File: src/rtl/led_frame_arbiter.sv
// led_frame_arbiter
// Two writers share a 4x8 LED frame plus a 3-bit brightness setting.
// Writes go to a shadow copy; the shadow is copied to the live registers
// (which feed the LED matrix driver) only on frame_tick, so a frame is
// never displayed half-updated.
//
// Ports:
//   clk12MHz            system clock, rising edge
//   rst                 synchronous active-high reset
//   frame_tick          one-cycle frame boundary pulse (commit shadow -> live)
//   reqN_valid/addr/data  write request from requester N (N = 0,1)
//                       addr 0..3 column, 4 brightness, 5..7 invalid
//   reqN_ready          combinational grant; accept = valid && ready
//   leds1..leds4        live columns
//   leds_pwm            live brightness
//   pending             a shadow write has not yet been committed
//   bad_addr            one-cycle pulse after an accepted write to addr 5..7
module led_frame_arbiter #(
    parameter logic [2:0] PWM_RESET = 3'd7,
    parameter int         COL_COUNT = 4
) (
    input  logic       clk12MHz,
    input  logic       rst,
    input  logic       frame_tick,
    input  logic       req0_valid,
    input  logic [2:0] req0_addr,
    input  logic [7:0] req0_data,
    output logic       req0_ready,
    input  logic       req1_valid,
    input  logic [2:0] req1_addr,
    input  logic [7:0] req1_data,
    output logic       req1_ready,
    output logic [7:0] leds1,
    output logic [7:0] leds2,
    output logic [7:0] leds3,
    output logic [7:0] leds4,
    output logic [2:0] leds_pwm,
    output logic       pending,
    output logic       bad_addr
);

    typedef struct packed {
        logic       valid;
        logic [2:0] addr;
        logic [7:0] data;
    } wr_req_t;

    localparam logic [2:0] PWM_ADDR = 3'd4;

    logic                        rr_ptr;
    logic [COL_COUNT-1:0][7:0]   shadow_col;
    logic [COL_COUNT-1:0][7:0]   live_col;
    logic [2:0]                  shadow_pwm;
    logic [2:0]                  live_pwm;

    wr_req_t wr;
    logic    wr_good;     // accepted write to a real register (0..4)
    logic    wr_bad;      // accepted write to 5..7

    // Grant: a lone requester always wins; on contention rr_ptr picks.
    always_comb begin
        req0_ready = 1'b0;
        req1_ready = 1'b0;
        if (!rst) begin
            if (req0_valid && req1_valid) begin
                req0_ready = (rr_ptr == 1'b0);
                req1_ready = (rr_ptr == 1'b1);
            end else begin
                req0_ready = req0_valid;
                req1_ready = req1_valid;
            end
        end
    end

    // Mux the single accepted write for this cycle.
    always_comb begin
        wr = '0;
        if (req0_valid && req0_ready) begin
            wr = '{valid: 1'b1, addr: req0_addr, data: req0_data};
        end else if (req1_valid && req1_ready) begin
            wr = '{valid: 1'b1, addr: req1_addr, data: req1_data};
        end
    end

    assign wr_good = wr.valid && (wr.addr <= PWM_ADDR);
    assign wr_bad  = wr.valid && (wr.addr >  PWM_ADDR);

    // Column storage. The live copy takes the pre-edge shadow value, so a
    // write landing in a tick cycle waits for the following tick.
    for (genvar c = 0; c < COL_COUNT; c++) begin : g_col
        always_ff @(posedge clk12MHz) begin
            if (rst) begin
                shadow_col[c] <= 8'h00;
                live_col[c]   <= 8'h00;
            end else begin
                if (wr_good && (wr.addr == 3'(c)))
                    shadow_col[c] <= wr.data;
                if (frame_tick)
                    live_col[c] <= shadow_col[c];
            end
        end
    end

    always_ff @(posedge clk12MHz) begin
        if (rst) begin
            shadow_pwm <= PWM_RESET;
            live_pwm   <= PWM_RESET;
            rr_ptr     <= 1'b0;
            pending    <= 1'b0;
            bad_addr   <= 1'b0;
        end else begin
            if (wr_good && (wr.addr == PWM_ADDR))
                shadow_pwm <= wr.data[2:0];
            if (frame_tick)
                live_pwm <= shadow_pwm;
            // The winner yields priority to the other requester next time.
            if (req0_valid && req0_ready)
                rr_ptr <= 1'b1;
            else if (req1_valid && req1_ready)
                rr_ptr <= 1'b0;
            // A same-cycle write survives the commit's clear.
            pending  <= (pending && !frame_tick) || wr_good;
            bad_addr <= wr_bad;
        end
    end

    assign leds1    = live_col[0];
    assign leds2    = live_col[1];
    assign leds3    = live_col[2];
    assign leds4    = live_col[3];
    assign leds_pwm = live_pwm;

endmodule

File: config.mk
export PLATFORM = sky130hd
export DESIGN_NAME = led_frame_arbiter
export DESIGN_NICKNAME = d
export VERILOG_FILES = /design/src/rtl/led_frame_arbiter.sv
export SDC_FILE = /design/constraint.sdc
export NUM_CORES = 1
export LEC_CHECK = 0
export ABC_CLOCK_PERIOD_IN_PS = 2270
export BUFFER_PORTS_ARGS = -buffer_cell sky130_fd_sc_hd__buf_2
export CORE_UTILIZATION = 30
export DETAILED_ROUTE_END_ITERATION = 8
export PLACE_DENSITY = 0.55
export SLEW_MARGIN = 40
export SYNTH_ARGS = -nofsm -noshare
export SYNTH_HDL_FRONTEND = slang
export SYNTH_SLANG_ARGS = --single-unit
File: constraint.sdc
create_clock -name clk12MHz -period 2.27 [get_ports clk12MHz]
set_input_delay 0.227 -clock clk12MHz [delete_from_list [all_inputs] [get_ports clk12MHz]]
set_output_delay 0.227 -clock clk12MHz [all_outputs]
set_load 0.005 [all_outputs]
==> impl_metrics.ini <==
[outcome]
run_status = finished clean

[routing]
wl_per_cell_um = 14.4
viasPerCell = 4.57
routed_wl_um = 6890
first_iter_violations = 102
firstDrtPassIters = 4
route.detailed.drc = 0
ant_nets = 0
vias = 2192

[timing]
setup_viol = 0
tns_ns = 0
finClkSkew_ns = 0.0125
finalHoldWorstSlack_ns = 0.295
maxSlewHeadroom_pct = 62.6
finalWorstSetupSlack_ns = 0.355
finalCritPeriodShare_pct = 84.4
period_needed_ns = 1.92
rsz0062_at_grt = no
slew_viol_final = 0
max_slew.worst_pin.slew_ns = 0.558
fmax_mhz = 522
hold_violations = 0

[floorplanning]
num_rows = 36
die_w_um = 102
coreArea_um2 = 9770
fp.dieH_um = 102
initial_utilization_pct = 30.9
ios = 66
dieArea_um2 = 10500

[clock_network]
cts_tree = yes
htree_levels = 3
cts_setup_buffers = 0
clk_latency_ns = 0.35
ctsHoldBuffers = 0
cts_root_buf = clkbuf_8
cts_num_sinks = 73
cts_buffers = 9
cts.path.max_buffers = 2
post_cts_resized = 0
cts.clk_slew.worst_paths_ns = 0.08

[run]
cap_viol_max_count = 0

[logic_synthesis]
synthTopCellsByArea = dfxtp_1 (48%), mux2i_1 (17%), nand2b_1 (5.4%)
avgSynthCellArea_um2 = 10.9
netlist_area_um2 = 3020
yosysSeqAreaShare_pct = 48.3
ys_warn_count = 0
synth_nets = 305
yosysUniqueCellTypes = 28
synth.largest_area_cell = dfxtp_1
ys_ff_latch = 73
synthCells = 278
netlist.area_leader.share_pct = 48.3

[power_and_ir_drop]
p_switching_mw = 0.656
power_leakage_nw = 1.72
seqPwrFrac_pct = 49.3
combPwrFrac_pct = 9.1
power.total_mw = 2.69
p_per_area_nw_per_um2 = 726
p_sw_share_pct = 24.4
irDropWorstVdd_uv = 251
p_clk_share_pct = 41.6
internal_power_mw = 2.03

[critical_path]
critPathKind = reg -> reg
rrSetupSlack_ns = 0.35
worst_ep_arrival_time_ns = 2.14
critPathLaunchType = register
worstPathRequired_ns = 2.50
crit_fanout = 11
critPathCaptureType = register

[finish]
syn2layout_area_growth_pct = 22.4
nets = 369
stdcell_area_um2 = 3700
final_layout_size_suffix_gt1_share_pct = 30.0
final_common_cell = dfxtp_1
final_cell_mix = dfxtp_1 (73), buf_2 (65), mux2i_1 (52)
layoutNonFillerInstCount = 480
fin_util_pct = 37.9
diodes = 0

[global_route]
grt_pass1_wl_um = 10800
grt_max_degree = 46
grt_pass1_vias = 2055
grtUsageTotal_pct = 13.9
antenna_found_initial = 0
grt.overflow.total = 0

[placed_design]
placed_area_um2 = 3480
portBuffers = 65
dp_slack_ns = 0.266
dp.cells = 464
dp_hpwl_um = 4890
gp_congestion = 0.762

[worst_hold_path]
worstHoldPathType = in -> reg
[power by group through the flow]
stage	Clock (mW)	Combinational [mW]	Sequential (mW)
floorplan	0	0.166	1.35
global placement	0	0.241	1.35
detailed placement	0	0.246	1.35
CTS	1.15	0.247	1.32
global route	1.21	0.268	1.33
finish	1.12	0.244	1.32
[path summary, 6_finish.rpt]
kind,from,end,cells after the start
setup / recovery,rr_ptr,shadow_col[26],4
hold / removal,req0_valid,pending,3
setup reg to reg,rr_ptr,shadow_col[26],4
hold reg to reg,shadow_pwm[1],leds_pwm[1],1
[cell families (layout without fill, tap and decap cells)]
group	count (synthesis)	in the layout	synth area share, %
compound gates	27	27	8.44
simple gates	96	96	18.6
flops	73	73	48.3
buf+inv	18	87	2.94
mux	64	64	21.7
[final cells by class]
| class | instances | area (µm²) |
|---|---|---|
| Inverter | 1 | 3.75 |
| Clock inverter | 7 | 95.1 |
| Tap cell | 133 | 166 |
| Timing Repair Buffer | 70 | 363 |
| Clock buffer | 9 | 124 |
| Fill cell | 1021 | 6070 |
| Sequential cell | 73 | 1460 |
| Multi-Input combinational cell | 187 | 1490 |
[cell usage after synthesis]
library cell	n
dfxtp_1	73
clkbuf_1	10
a32o_4	1
buf_2	5
o32ai_1	3
a32o_2	1
nand2b_1	26
nor2b_1	18
mux2i_1	52
a21bo_2	1
a211o_1	3
mux2_1	12
nor2_1	37
a32oi_2	2
a32oi_1	6
a21boi_2	1
o31a_1	3
buf_6	2
a21oi_1	3
or2_2	5
nand3_4	4
or4_1	3
nand2b_4	1
o21ai_0	1
nor3_1	2
inv_1	1
a32o_1	1
o211ai_1	1
[flip-flops by register name, indices dropped and copies added (netlist names)]
signal,flops
leds1,8
leds3,8
leds2,8
leds4,8
pending,1
shadow_col,32
leds_pwm,3
rr_ptr,1
shadow_pwm,3
bad_addr,1
[critical path: stages (launching register included)]
cell and delay, ns:
dfxtp_1 0.36, a21boi_2 0.48, a32o_1 0.39, nand3_4 0.21, mux2_1 0.35
[per-layer routing]
layer | track usage [%] | part of all wire [%] | up-vias | wire length [µm]
met3 | 3.42 | 3.6 | 10 | 247
met2 | 20.7 | 48 | 48 | 3270
met1 | 18.9 | 47 | 1037 | 3250
met5 | 0 | 0 | - | 0
met4 | 6.26 | 1.7 | 0 | 116
li1 | - | - | 1097 | -
Power figures use the tool's default switching activity.
